<file path="config.mk">
export PLATFORM = sky130hd
export DESIGN_NAME = param_sync_fifo
export DESIGN_NICKNAME = d
export VERILOG_FILES = /design/src/rtl/sync_fifo_pkg.sv /design/src/rtl/fifo_mem_2p.sv /design/src/rtl/param_sync_fifo.sv
export SDC_FILE = /design/constraint.sdc
export NUM_CORES = 1
export LEC_CHECK = 0
export ABC_AREA = 1
export CORE_MARGIN = 10
export CORE_UTILIZATION = 55
export DETAILED_ROUTE_END_ITERATION = 12
export GPL_TIMING_DRIVEN = 0
export PLACE_DENSITY = 0.74
export SKIP_CTS_REPAIR_TIMING = 1
export SLEW_MARGIN = 0
export SYNTH_ARGS = -nofsm -noshare
export SYNTH_HDL_FRONTEND = slang
export SYNTH_SLANG_ARGS = --single-unit
export TNS_END_PERCENT = 5
</file>
<file path="constraint.sdc">
create_clock -name clk -period 2.78 [get_ports clk]
set_input_delay 0.278 -clock clk [delete_from_list [all_inputs] [get_ports clk]]
set_output_delay 0.278 -clock clk [all_outputs]
set_load 0.1 [all_outputs]
</file>
<file path="src/rtl/sync_fifo_pkg.sv">
// Shared defaults and read-mode encoding for the synchronous FIFO family.
package sync_fifo_pkg;
  localparam int DEF_WIDTH      = 8;
  localparam int DEF_ADDR_WIDTH = 4;
  localparam int DEF_AF_LEVEL   = 12;
  localparam int DEF_AE_LEVEL   = 4;

  typedef enum logic {
    FWFT_OFF = 1'b0,
    FWFT_ON  = 1'b1
  } fwft_mode_e;
endpackage

</file>
<file path="src/rtl/fifo_mem_2p.sv">
// WIDTH x 2**ADDR_WIDTH storage: synchronous write port, asynchronous read port, no reset.
module fifo_mem_2p #(
  parameter int WIDTH      = 8,
  parameter int ADDR_WIDTH = 4
) (
  input  logic                  clk,
  input  logic                  we,
  input  logic [ADDR_WIDTH-1:0] waddr,
  input  logic [WIDTH-1:0]      wdata,
  input  logic [ADDR_WIDTH-1:0] raddr,
  output logic [WIDTH-1:0]      rdata
);
  logic [WIDTH-1:0] mem [2**ADDR_WIDTH];

  always_ff @(posedge clk) begin
    if (we) mem[waddr] <= wdata;
  end

  assign rdata = mem[raddr];
endmodule

</file>
<file path="src/rtl/param_sync_fifo.sv">
// Single-clock FIFO with registered-read or first-word-fall-through output, status and sticky error flags.
// Full rejects put and empty rejects get; rejected requests raise overflow/underflow until cleared.
module param_sync_fifo
  import sync_fifo_pkg::*;
#(
  parameter int WIDTH      = DEF_WIDTH,
  parameter int ADDR_WIDTH = DEF_ADDR_WIDTH,
  parameter int AF_LEVEL   = DEF_AF_LEVEL,
  parameter int AE_LEVEL   = DEF_AE_LEVEL,
  parameter int FWFT       = 0
) (
  input  logic                  clk,
  input  logic                  reset,
  input  logic [WIDTH-1:0]      data_in,
  input  logic                  put,
  input  logic                  get,
  input  logic                  clear_err,
  output logic [WIDTH-1:0]      data_out,
  output logic                  valid,
  output logic [ADDR_WIDTH:0]   fillcount,
  output logic                  empty,
  output logic                  full,
  output logic                  almost_empty,
  output logic                  almost_full,
  output logic                  overflow,
  output logic                  underflow
);
  localparam int PW    = ADDR_WIDTH + 1;
  localparam int DEPTH = 2 ** ADDR_WIDTH;
  localparam logic [PW-1:0] DEPTH_C = PW'(DEPTH);
  localparam logic [PW-1:0] AF_C    = PW'(AF_LEVEL);
  localparam logic [PW-1:0] AE_C    = PW'(AE_LEVEL);
  localparam logic [PW-1:0] PTR_ONE = PW'(1);
  localparam bit USE_FWFT = (FWFT == int'(FWFT_ON));

  if (AE_LEVEL >= AF_LEVEL || AF_LEVEL > DEPTH || AE_LEVEL < 0 || ADDR_WIDTH < 1 ||
      (FWFT != 0 && FWFT != 1)) begin : g_bad_params
    $error("param_sync_fifo: illegal parameter combination");
  end

  logic [PW-1:0]    wr_ptr, rd_ptr;
  logic [WIDTH-1:0] mem_rdata;
  logic             wr_accept, rd_accept;

  // Extra pointer MSB lets full and empty share equal low bits without ambiguity.
  assign fillcount    = wr_ptr - rd_ptr;
  assign empty        = (fillcount == '0);
  assign full         = (fillcount == DEPTH_C);
  assign almost_full  = (fillcount >= AF_C);
  assign almost_empty = (fillcount <= AE_C);

  assign wr_accept = put && !full;
  assign rd_accept = get && !empty;

  always_ff @(posedge clk) begin
    if (reset) begin
      wr_ptr    <= '0;
      rd_ptr    <= '0;
      overflow  <= 1'b0;
      underflow <= 1'b0;
    end else begin
      if (wr_accept) wr_ptr <= wr_ptr + PTR_ONE;
      if (rd_accept) rd_ptr <= rd_ptr + PTR_ONE;
      // A fresh error in the clearing cycle must survive the clear.
      if (clear_err)     overflow  <= 1'b0;
      if (put && full)   overflow  <= 1'b1;
      if (clear_err)     underflow <= 1'b0;
      if (get && empty)  underflow <= 1'b1;
    end
  end

  fifo_mem_2p #(
    .WIDTH      (WIDTH),
    .ADDR_WIDTH (ADDR_WIDTH)
  ) u_mem (
    .clk   (clk),
    .we    (wr_accept),
    .waddr (wr_ptr[ADDR_WIDTH-1:0]),
    .wdata (data_in),
    .raddr (rd_ptr[ADDR_WIDTH-1:0]),
    .rdata (mem_rdata)
  );

  if (USE_FWFT) begin : g_fwft
    // Stale memory is masked so nothing unwritten leaks out after reset.
    assign valid    = !empty;
    assign data_out = empty ? '0 : mem_rdata;
  end else begin : g_reg
    logic [WIDTH-1:0] data_q;
    logic             valid_q;

    always_ff @(posedge clk) begin
      if (reset) begin
        data_q  <= '0;
        valid_q <= 1'b0;
      end else begin
        valid_q <= rd_accept;
        if (rd_accept) data_q <= mem_rdata;
      end
    end

    assign valid    = valid_q;
    assign data_out = data_q;
  end
endmodule

</file>
After elaboration in Yosys (flattened, before gate mapping)
Memory sizes are Yosys's and may differ from the RTL's. A register that Yosys moved wholly into a read port is not among the register bits.
Cells that the tools add are included.
{"block": "word_totals", "ff_bits": 13, "mem_bits_rw": 128, "inputBits": 13, "output_inout_bits": 20, "wordCells": 26, "mem_count": 1}
{"block": "classes", "add_sub_neg": 3, "n_lt_le_gt_ge": 2, "n_eq_ne": 1, "n_mux": 5, "n_reduce_logical": 9}
{"name": "u_mem.mem", "words": 16, "word_bits": 8, "rd": 1, "rd_ports_with_merged_regs": 1, "write_ports": 1, "line_no": "fifo_mem_2p.sv:13", "source": "logic [WIDTH-1:0] mem [2**ADDR_WIDTH];"}
{"op": "adder 5 x 1 -> 5 bit (second input constant)", "n": 2}
{"op": "== test 5 bit (second input constant)", "n": 1}
{"op": ">= comparator 5 x 4 -> 1 bit (second input constant)", "n": 1}
{"op": "<= comparator 5 x 3 -> 1 bit (second input constant)", "n": 1}
{"op": "zero test 5 bit", "n": 1}
{"op": "2-to-1 mux 1 bit", "n": 5}
{"op": "subtractor 5 bit", "n": 1}
{"op": "logical AND 1 bit", "n": 4}
{"op": "nonzero test 2 bit", "n": 2}
{"op": "zero test 1 bit", "n": 2}

Logic depth before layout (Yosys ltp)
Gate-level depths: netlist of run 1.
{"block": "depth", "word_depth": 6, "depth_mapped": 15, "mapped_depth_nobuf": 13}

Hierarchy
A second synthesis of run 1 with hierarchy kept.
{"block": "unflattened", "cells_unflattened": 704, "area_unflattened_um2": 6786.5}
{"mod": "fifo_mem_2p", "n_inst": 1, "cells_per_inst": 543, "area_each_um2": 5606.6, "seq_area_each_um2": 3843.7}
{"mod": "param_sync_fifo", "n_inst": 1, "cells_per_inst": 161, "area_each_um2": 1179.9, "seq_area_each_um2": 420.4}

Least setup slack after synthesis of run 1
No wires, ideal clock.
{"block": "synth_path", "path_type": "register to output", "start": "register rd_ptr[2]", "end": "output port almost_empty", "t_arrival_ns": 4.104, "required_time_ns": 2.502, "path_slack_ns": -1.602, "stages_incl_launch_ff": 8, "path_buffers": 0, "cell_sequence": "dfxtp_1 clkinv_1 ha_1 a21oi_1 nand3_1 nand2_2 inv_1 a211oi_1"}
{"block": "synth_between", "elab_chain_cells": 2}
{"element": "from (decl)", "line_no": "param_sync_fifo.sv:41", "source": "logic [PW-1:0] wr_ptr, rd_ptr;"}
{"element": "from (signal assigned)", "line_no": "param_sync_fifo.sv:63", "source": "if (rd_accept) rd_ptr <= rd_ptr + PTR_ONE;"}
{"element": "subtractor 5 bit", "line_no": "param_sync_fifo.sv:46", "source": "assign fillcount = wr_ptr - rd_ptr;"}
{"element": "net fillcount[3]", "line_no": "param_sync_fifo.sv:20", "source": "output logic [ADDR_WIDTH:0] fillcount,"}
{"element": "<= comparator 5 x 3 -> 1 bit", "line_no": "param_sync_fifo.sv:50", "source": "assign almost_empty = (fillcount <= AE_C);"}
{"element": "to (decl)", "line_no": "param_sync_fifo.sv:23", "source": "output logic almost_empty,"}
The timed path passes the listed nets, and every way through them passes these cells.

Worst setup path after layout of run 1
{"block": "layout_path", "start": "register rd_ptr[1]", "end": "output port empty"}
{"block": "layout_between", "elab_chain_cells": 2}
{"element": "subtractor 5 bit", "line_no": "param_sync_fifo.sv:46"}
{"element": "zero test 5 bit", "line_no": "param_sync_fifo.sv:47", "source": "assign empty = (fillcount == '0);"}
{"element": "to (decl)", "line_no": "param_sync_fifo.sv:21", "source": "output logic empty,"}
No other way between the ends.

==> metrics.sh, run 1 <==
FIRST_GLOBAL_VIAS=4753
RELATIVE_SLEW_MARGINS_PCT=34.2
FIN_CRIT_NS=2.77
GRT.OVERFLOW.TOTAL=0
POST-SYNTH-TOP-AREA-FRACTION_PCT=58.9
YS_WARN_COUNT=0
NETLIST_TOP_CELLS_COUNT='nand2_1 (173), edfxtp_1 (128), nor2_1 (114)'
INITIAL_ANTENNA_VIOLATION_COUNT=0
WORSTPATHREQUIRED_NS=2.50
GRT_SETUP_UNREPAIRED='yes'
HOLD_VIOLATIONS=0
CTS-BUFFERS-INSERTED=17
POST_DRT_VIA_CELL_RATIO=5.60
CLOCK_TREE.BUFFER_DEPTH=2
NUM_ANTENNA_CELLS=0
TIMING.HOLD.WORST.CLASS='in -> reg'
WORST_SETUP_PATH_END_KIND='output pin'
FP.COREAREA_UM2=11500
SYNTH.DISTINCT_CELLS=32
YOSYS.AREA.TOP_TYPE='edfxtp_1'
PLACE.DETAILED.HPWL_UM=10700
SHARE_OF_POST_ROUTE_CELLS_WITH_DRIVE_STRENGTH_ABOVE_1_PCT=15.0
GLOBAL_ROUTE.USAGE.TOTAL_PCT=19.4
STARTPOINT_TYPE='flip-flop'
FP.DIEAREA_UM2=16600
YOSYS.CELL_COUNT.TOP_TYPE='nand2_1'
FINAL_NETS=716
ASYNC_FLOP_SHARE_PCT=0
CLOCKROOTBUFFER='clkbuf_16'
HOLD_SLACK_NS=0.287
PLACEMENT_ROWS=39
POST_SYNTH_INST_COUNT=642
MAX-CAP-VIOLATIONS=0
BOUNDARYPINS=33
WORST_MARGIN_PIN_SLEW_NS=0.985
IO_BUFFER_COUNT=31
FINALCRITPERIODSHARE_PCT=99.7
DP_WORST_SETUP_SLACK_NS=-0.584
CRITICAL_PATH_FANOUTS_MAX=10
CLKTRANSATPATHREGS_NS=0.06
CELLPOWERDENSITY_nW_PER_UM2=884
RUN_STATUS='finished, final reports clean'
POST-ROUTE-DRC-COUNT=0
SYNTH_ENABLE_FLOP_CELLS=128
SYNTH.NET_COUNT=665
WORST-SETUP-PATH-TYPE='reg -> out'
CRITICAL_PATH_ARRIVAL_NS=2.49
CRITPATHMOSTFREQUENTCELL='nand2_1'
DRT-TOTAL-WL_UM=15500
DRT-WIRELENGTH-PER-CELL_UM=18.3
CTS_SINKS=149
SETUP_VIOLATIONS=0
CRIT_PATH_CELL_TRACE='buf_6 -> inv_2 -> buf_4 -> ha_4 -> nand2_1 -> nand2_1 -> nand3_1 -> nand2_4 -> buf_4 -> nand2_1 -> nor2_4 -> buf_12'
VDD_DROP_MAX_mV=0.771
CLOCK_SKEW_NS=0.00852
FIRSTDRTPASSITERS=6
INITIAL_CELL_DENSITY_OF_THE_CORE_PCT=56.6
SEQUENTIAL_FRACTION_OF_THE_SYNTHESIS_AREA_PCT=65.4
FINAL-MAX-SLEW-VIOLATION-COUNT=0
YS_TOP_CELLS_BY_AREA='edfxtp_1 (59%), nand2_1 (10%), nor2_1 (6.6%), dfxtp_1 (6.4%), o21ai_0 (3.8%)'
CTSHTREEMAXLEVEL=4
MAX_FREQ_GHz=0.361
CPMAXSTAGEDELAYCELL='dfxtp_4'
FIRST_ITER_VIOLATIONS=396
CLKLATENCYLATEPIN_NS=0.43
CTS_TREE='yes'
FP.DIEH_UM=129
MOST_USED_FLIP_FLOP_CELL_AFTER_SYNTHESIS='edfxtp_1'
NUMBER_OF_REGISTER_BITS_INFERRED_BY_SYNTHESIS=149
GRT_START_MAX_NET_PINS=17
FIRST_PASS_GRT_WIRE_LENGTH_UM=24400
VIAS=4754
WEIGHTED_CONGESTION_AT_THE_END_OF_ROUTABILITY_DRIVEN_GLOBAL_PLACEMENT=0.849
SYNTHESIS.AREA_PER_INSTANCE_UM2=10.2
SYNTHTOLAYOUTAREAGROWTH_PCT=20.7
CRIT_PATH_MAX_INCR_DELAY_NS=0.37
WORST_SLACK_NS=0.00966
DIE-WIDTH_UM=129
CELL_AREA_AFTER_TECHNOLOGY_MAPPING_UM2=6520
POSTROUTEANTENNANETS=0
LEAKAGEPOWER_nW=2.97
[area by class of cell]
class,count,area [µm²]
timing repair buffer,32,333
clock inverter,14,160
tap,143,179
buffer,28,161
fill,837,3640
multi-input combinational,428,2190
clock buffer,18,429
sequential,149,4270
inverter,37,148
[per-stage QoR]
step	area [µm²]	util (%)	setup TNS (ns)	instances	power, mW
floorplan	6650	-	-14.27	642	4.12
global placement	7140	62.0	-3.55	816	4.60
detailed placement	7140	62.0	-11.50	816	4.64
CTS	7730	67.1	-17.63	848	6.89
global route	7870	68.4	-1.03	849	7.22
finish	7870	68.4	0	849	6.96
[critical path, delay by kind of cell (launching register included)]
kind | cells | cell delay [ns]
and+or+nand+nor | 6 | 0.66
buffers and inverters | 5 | 0.76
adders and majority gates | 1 | 0.27
DFF | 1 | 0.37
[cell families after synthesis]
family	after synthesis	synth area share (%)
flip-flops	149	65.4
AND/OR/NAND/NOR	343	21.6
AO/OA/AOI/OAI	66	5.22
XOR/XNOR	9	1.32
adder cells (fa/ha/maj)	10	2.03
buffers and inverters	65	4.49
[layout by cell type, fill, tap and decap left out, types with 10 or more instances in the layout]
cell type          n
clkbuf_1          10
clkbuf_16         17
clkdlybuf4s50_1   23
dfxtp_1           18
edfxtp_1         128
inv_1             31
nand2_1          171
nand3_1           39
nor2_1            95
nor2_4            18
o21ai_0           50
[per-layer routing]
layer | vias up | routed length, µm | track usage [%]
met4 | 0 | 402 | 8.43
met1 | 2304 | 6110 | 22.8
met2 | 169 | 7930 | 33.3
li1 | 2242 | - | -
met3 | 39 | 1100 | 4.80
met5 | - | 0 | 0
[power by group]
part / internal, mW / switching [mW] / total, mW
Combinational: 0.561 / 1.56 / 2.12
Sequential: 2.52 / 0.0448 / 2.56
Clock: 1.40 / 0.879 / 2.28
Total: 4.48 / 2.48 / 6.96
[path summary, 6_finish.rpt]
kind,endpoint,slack (ns),startpoint,cells past startpoint
max,empty,0.01,rd_ptr[1],12
min reg2reg,underflow,0.48,underflow,2
min,rd_ptr[3],0.29,reset,2
max reg2reg,u_mem.mem[4][1],0.08,wr_ptr[0],12
[registers in the layout, summed over array words and instances (netlist names)]
name       flops
data_out       8
valid          1
wr_ptr         5
u_mem.mem    128
underflow      1
rd_ptr         5
overflow       1
Power figures use the tool's default switching activity.
==> run 2: changes to the inputs <==
- clock period: 2.78 -> 2.85 ns (I/O delays scaled with it)
==> metrics.sh, run 2 (synthesis gave the netlist of run 1 again) <==
CTS_TREE='yes'  # unchanged
MULTIINPUTGATEAREA_UM2=2160  # was 2190 µm²
TIMING.REG2REG.SETUP_SLACK_NS=0.11  # was 0.08 ns
POST-ROUTE-DRC-COUNT=0  # unchanged
SHARE_OF_POST_ROUTE_CELLS_WITH_DRIVE_STRENGTH_ABOVE_1_PCT=14.1  # was 15.0%
BOUNDARYPINS=33  # unchanged
FIRST_ITER_VIOLATIONS=466  # was 396
WORSTHOLDSTART='reset'  # unchanged
CLOCK_SKEW_NS=0.00974  # was 0.00852 ns
LAYOUT_COMMONEST_CELL='nand2_1'  # unchanged
INITIAL_CELL_DENSITY_OF_THE_CORE_PCT=56.6  # unchanged
FP.DIEAREA_UM2=16600  # unchanged
DRT-WIRELENGTH-PER-CELL_UM=18.3  # about the same
CRIT_PATH_CELL_TRACE='inv_1 -> ha_1 -> fa_2 -> nand2_1 -> nor2_4 -> nand2_1 -> nor2_4 -> clkbuf_4'  # was buf_6 -> inv_2 -> buf_4 -> ha_4 -> nand2_1 -> nand2_1 -> nand3_1 -> nand2_4 -> buf_4 -> nand2_1 -> nor2_4 -> buf_12
WORST-SETUP-PATH-TYPE='reg -> out'  # unchanged
FIRSTDRTPASSITERS=5  # was 6
POSTROUTEANTENNANETS=0  # unchanged
FINAL_CORE_UTILIZATION_PCT=67.9  # was 68.4%
VDD_DROP_MAX_mV=0.495  # was 0.771 mV
CRIT_PATH_START='wr_ptr[0]'  # was rd_ptr[1]
FP.COREAREA_UM2=11500  # unchanged
PLACE.DETAILED.HPWL_UM=10700  # about the same
STARTPOINT_TYPE='flip-flop'  # unchanged
HOLD_VIOLATIONS=0  # unchanged
SYNTHTOLAYOUTAREAGROWTH_PCT=19.9  # was 20.7%
CPMAXSTAGEDELAYCELL='fa_2'  # was dfxtp_4
MAX-CAP-VIOLATIONS=0  # unchanged
SETUP_VIOLATIONS=1  # was 0
FINALCRITPERIODSHARE_PCT=101
PLACEMENT_ROWS=39  # unchanged
LARGEST-REGISTER='u_mem.mem'  # unchanged
CRIT_PATH_MAX_INCR_DELAY_NS=0.54  # was 0.37 ns
P_TOTAL_mW=6.75  # was 6.96 mW
WORSTPATHREQUIRED_NS=2.57  # was 2.50 ns
INITIAL_ANTENNA_VIOLATION_COUNT=0  # unchanged
LARGEST_REGISTER_FFS=128  # unchanged
TOP_LAYER='met4'  # unchanged
WORST_MARGIN_PIN_SLEW_NS=0.979  # was 0.985 ns
CTS_SINKS=149  # unchanged
WEIGHTED_CONGESTION_AT_THE_END_OF_ROUTABILITY_DRIVEN_GLOBAL_PLACEMENT=0.886  # was 0.849
WORSTREG2REGSTART='wr_ptr[0]'  # unchanged
GLOBAL_ROUTE.USAGE.TOTAL_PCT=19.5  # was 19.4%
GRT_START_MAX_NET_PINS=17  # unchanged
WORST_SETUP_PATH_END_KIND='output pin'  # unchanged
FILL_CELLS=884  # was 837
RUN_STATUS='finished with violations'  # was finished, final reports clean
WL_MET1_UM=6220  # was 6110 µm
METAL2_WL_UM=7790  # was 7930 µm
FF_LATCH_AREA_UM2=4270  # about the same
CRITICAL_PATH_ARRIVAL_NS=2.60  # was 2.49 ns
CLKTRANSATPATHREGS_NS=0.06  # about the same
MOSTFREQUENTLAYOUTCELLS='nand2_1 (172), edfxtp_1 (128), nor2_1 (97)'  # was nand2_1 (171), edfxtp_1 (128), nor2_1 (95)
SETUP-TNS-FINAL_NS=-0.0340  # was 0 ns
DRT-TOTAL-WL_UM=15500  # about the same
VIAS=4717  # was 4754
NUM_ANTENNA_CELLS=0  # unchanged
TIMING.HOLD.WORST.CLASS='in -> reg'  # unchanged
CELLPOWERDENSITY_nW_PER_UM2=864  # was 884 nW/µm²
FIRST_PASS_GRT_WIRE_LENGTH_UM=24400  # about the same
CLKLATENCYLATEPIN_NS=0.42  # was 0.43 ns
RR_WORST_DEPTH=10  # was 12
VIOLATIONS='negative setup slack'
R2R_END='u_mem.mem[15][3]'  # was u_mem.mem[4][1]
POST_DRT_VIA_CELL_RATIO=5.57  # was 5.60
CTSHTREEMAXLEVEL=4  # unchanged
DETAILED_PLACE.AREA_UM2=7140  # unchanged
FIN_CRIT_NS=2.88
GRT.OVERFLOW.TOTAL=0  # unchanged
HOLD_PATH_END='rd_ptr[4]'  # was rd_ptr[3]
DIE-WIDTH_UM=129  # unchanged
CTS-BUFFERS-INSERTED=17  # unchanged
WL_MET3_UM=1140  # was 1100 µm
FINISH.INSTANCE_AREA_UM2=7820  # was 7870 µm²
MAX_FREQ_GHz=0.347
WORST_SLACK_NS=-0.0340  # was 0.00966 ns
LEAKAGEPOWER_nW=2.94  # was 2.97 nW
CRITICAL_PATH_FANOUTS_MAX=6  # was 10
IO_BUFFER_COUNT=31  # unchanged
HOLD-PATH-CELL-COUNT=2  # unchanged
CLOCK_TREE.BUFFER_DEPTH=2  # unchanged
RELATIVE_SLEW_MARGINS_PCT=34.5  # was 34.2%
FINAL-MAX-SLEW-VIOLATION-COUNT=0  # unchanged
CLOCKROOTBUFFER='clkbuf_16'  # unchanged
FIRST_GLOBAL_VIAS=4723  # was 4753
FP.DIEH_UM=129  # unchanged
FINAL_NETS=715  # was 716
GRT_SETUP_UNREPAIRED='yes'  # unchanged
## run 2: stage by stage
stage / hold slack, ns / std cells / setup WS (ns)
floorplan: 0.384 / 642 / -0.164
global placement: 0.451 / 816 / -0.455
detailed placement: 0.467 / 816 / -0.479
CTS: 0.274 / 847 / -0.950
global route: 0.303 / 847 / -0.124
finish: 0.285 / 847 / -0.0340
## run 2: worst max-delay path by stage
stage	endpoint	slack [ns]	cells past startpoint
after floorplan	almost_empty	-0.16	10
after detailed placement	empty	-0.48	8
after CTS	empty	-0.95	8
after global routing	full	-0.12	8
final	full	-0.03	8
after global placement	empty	-0.45	8
## run 2: area by class of cell
| type | count | area share [%] |
|---|---|---|
| clock buffers | 19 | 5.54 |
| clock inverters | 12 | 1.98 |
| plain buffers | 27 | 1.97 |
| inverters | 37 | 1.92 |
| repair buffers | 32 | 4.10 |
| flip-flops and latches | 149 | 54.6 |
| well taps | 143 | 2.29 |
| multi-input cells | 428 | 27.6 |
## run 2: metal layers
layer | GRT usage [%] | vias up
li1 | - | 2231
met5 | 0 | -
met3 | 5.01 | 35
met4 | 9.23 | 0
met1 | 23.5 | 2271
met2 | 32.2 | 180
## run 2: where the power goes
group / switching, mW / leakage (nW) / internal (mW) / total [mW]
combinational: 1.51 / 1.34 / 0.526 / 2.04
sequential: 0.0446 / 1.33 / 2.46 / 2.50
clock: 0.844 / 0.273 / 1.37 / 2.21
total: 2.40 / 2.94 / 4.35 / 6.75
## run 2: worst max-delay path: cells and delay by family (launching register included)
kind                       cells  cell delay, ns
adders and majority gates      2            0.76
buffers and inverters          2            0.43
DFF                            1            0.38
and+or+nand+nor                4            0.60
==> run 3: changes to the inputs <==
- REMOVE_ABC_BUFFERS: not set -> 1
==> metrics.sh, run 3 (synthesis gave the netlist of run 1 again) <==
WEIGHTED_CONGESTION_AT_THE_END_OF_ROUTABILITY_DRIVEN_GLOBAL_PLACEMENT=0.837  # was 0.886
CRITICAL_PATH_ARRIVAL_NS=2.88  # was 2.60 ns
FILL_CELLS=798  # was 884
FINAL_CORE_UTILIZATION_PCT=66.8  # was 67.9%
SHARE_OF_POST_ROUTE_CELLS_WITH_DRIVE_STRENGTH_ABOVE_1_PCT=13.1  # was 14.1%
CTS_SINKS=149  # unchanged
LARGEST_REGISTER_FFS=128  # unchanged
DRT-WIRELENGTH-PER-CELL_UM=18.5  # was 18.3 µm
FIN_CELLS=828  # was 847
FIRST_GLOBAL_VIAS=4403  # was 4723
VIAS=4588  # was 4717
NUM_ANTENNA_CELLS=0  # unchanged
CLKTRANSATPATHREGS_NS=0.06  # about the same
WORST_SLACK_NS=0.0603  # was -0.0340 ns
SETUP-TNS-FINAL_NS=0  # was -0.0340 ns
FIRST_PASS_GRT_WIRE_LENGTH_UM=22900  # was 24400 µm
CTSHTREEMAXLEVEL=4  # unchanged
IO_BUFFER_COUNT=32  # was 31
FIRST_ITER_VIOLATIONS=576  # was 466
FP.DIEH_UM=129  # unchanged
HOLD_VIOLATIONS=0  # unchanged
CLOCK_TREE.BUFFER_DEPTH=2  # unchanged
WORST_SETUP_PATH_END_KIND='flip-flop'  # was output pin
FINAL-MAX-SLEW-VIOLATION-COUNT=0  # unchanged
INITIAL_ANTENNA_VIOLATION_COUNT=0  # unchanged
PLACEMENT_ROWS=39  # unchanged
CTS-BUFFERS-INSERTED=17  # unchanged
CLOCKROOTBUFFER='clkbuf_16'  # unchanged
CLOCK_SKEW_NS=0.00811  # was 0.00974 ns
RELATIVE_SLEW_MARGINS_PCT=30.7  # was 34.5%
FINAL_NETS=697  # was 715
POST-ROUTE-DRC-COUNT=0  # unchanged
TIMING.HOLD.WORST.CLASS='reg -> reg'  # was in -> reg
WORST_MARGIN_PIN_SLEW_NS=1.04  # was 0.979 ns
GRT.OVERFLOW.TOTAL=0  # unchanged
CELLPOWERDENSITY_nW_PER_UM2=838  # was 864 nW/µm²
FF_LATCH_AREA_UM2=4280  # was 4270 µm²
P_TOTAL_mW=6.45  # was 6.75 mW
POST_DRT_VIA_CELL_RATIO=5.54  # was 5.57
FIN_CRIT_NS=2.79  # was 2.88 ns
MULTIINPUTGATEAREA_UM2=2120  # was 2160 µm²
DETAILED_PLACE.AREA_UM2=6890  # was 7140 µm²
RUN_STATUS='finished, final reports clean'  # was finished with violations
FP.DIEAREA_UM2=16600  # unchanged
BOUNDARYPINS=33  # unchanged
LARGEST-REGISTER='u_mem.mem'  # unchanged
STARTPOINT_TYPE='flip-flop'  # unchanged
WORST-SETUP-PATH-TYPE='reg -> reg'  # was reg -> out
DRT-TOTAL-WL_UM=15300  # was 15500 µm
MOSTFREQUENTLAYOUTCELLS='nand2_1 (171), edfxtp_1 (128), nor2_1 (96)'  # was nand2_1 (172), edfxtp_1 (128), nor2_1 (97)
WORSTPATHREQUIRED_NS=2.94  # was 2.57 ns
FP.COREAREA_UM2=11500  # unchanged
GLOBAL_ROUTE.USAGE.TOTAL_PCT=18.1  # was 19.5%
LAYOUT_COMMONEST_CELL='nand2_1'  # unchanged
LEAKAGEPOWER_nW=2.91  # was 2.94 nW
GRT_START_MAX_NET_PINS=65  # was 17
FIRSTDRTPASSITERS=5  # unchanged
MAX_FREQ_GHz=0.358  # was 0.347 GHz
HOLD_SLACK_NS=0.472  # was 0.285 ns
GRT_SETUP_UNREPAIRED='yes'  # unchanged
FINISH.INSTANCE_AREA_UM2=7700  # was 7820 µm²
INITIAL_CELL_DENSITY_OF_THE_CORE_PCT=56.6  # unchanged
CTS_TREE='yes'  # unchanged
FINALCRITPERIODSHARE_PCT=97.9  # was 101%
DP_WORST_SETUP_SLACK_NS=-1.08  # was -0.479 ns
CLKLATENCYLATEPIN_NS=0.42  # about the same
DP.CELLS=790  # was 816
VDD_DROP_MAX_mV=0.519  # was 0.495 mV
POSTROUTEANTENNANETS=0  # unchanged
CRITICAL_PATH_FANOUTS_MAX=35  # was 6
SETUP_VIOLATIONS=0  # was 1
MAX-CAP-VIOLATIONS=0  # unchanged
SYNTHTOLAYOUTAREAGROWTH_PCT=18.0  # was 19.9%
DIE-WIDTH_UM=129  # unchanged
PLACE.DETAILED.HPWL_UM=8700  # was 10700 µm
[run 3: changes by cell type in the layout (fill, tap and decap cells not counted), sizes merged]
cell,delta
buf,-5
inv,-1
dlymetal6s2s,-1
clkinv,+5
clkdlybuf4s50,+1
bufinv,-2
clkinvlp,-3
clkbuf,-13
[run 3: worst paths after layout]
check / start / end / slack [ns] / cells past startpoint
max: rd_ptr[0] / u_mem.mem[3][1] / 0.06 / 12
min: underflow / underflow / 0.47 / 2
max reg2reg: rd_ptr[0] / u_mem.mem[3][1] / 0.06 / 12
min reg2reg: underflow / underflow / 0.47 / 2
[run 3: worst max-delay path, cell delays in order (launching register included)]
cell     delay (ns)
dfxtp_4        0.35
buf_12         0.16
ha_1           0.24
fa_2           0.40
nor2_1         0.14
nor2_1         0.06
nand2_1        0.07
nand2_2        0.11
nand3_2        0.17
nand2_2        0.14
inv_4          0.15
nand2_2        0.16
nor2_4         0.29
[run 3: metal layers]
metal	wire, µm	vias to the layer above	part of all wire, %	track usage (%)
met3	1200	28	7.8	4.48
met1	6090	2171	40	23.1
met4	295	0	1.9	7.16
met5	0	-	0	0
li1	-	2194	-	-
met2	7710	195	50	29.1
[run 3: area by class of cell]
| cell class | instances | share of cell area [%] |
|---|---|---|
| Clock buffer | 19 | 5.63 |
| Timing Repair Buffer | 41 | 5.79 |
| Inverter | 37 | 1.97 |
| Tap cell | 143 | 2.32 |
| Clock inverter | 11 | 1.14 |
| Sequential cell | 149 | 55.6 |
| Multi-Input combinational cell | 428 | 27.6 |
[run 3: power by group]
part	internal, mW	leakage, nW	switching, mW
sequential	2.46	1.33	0.0628
combinational	0.495	1.32	1.43
clock	1.18	0.259	0.823
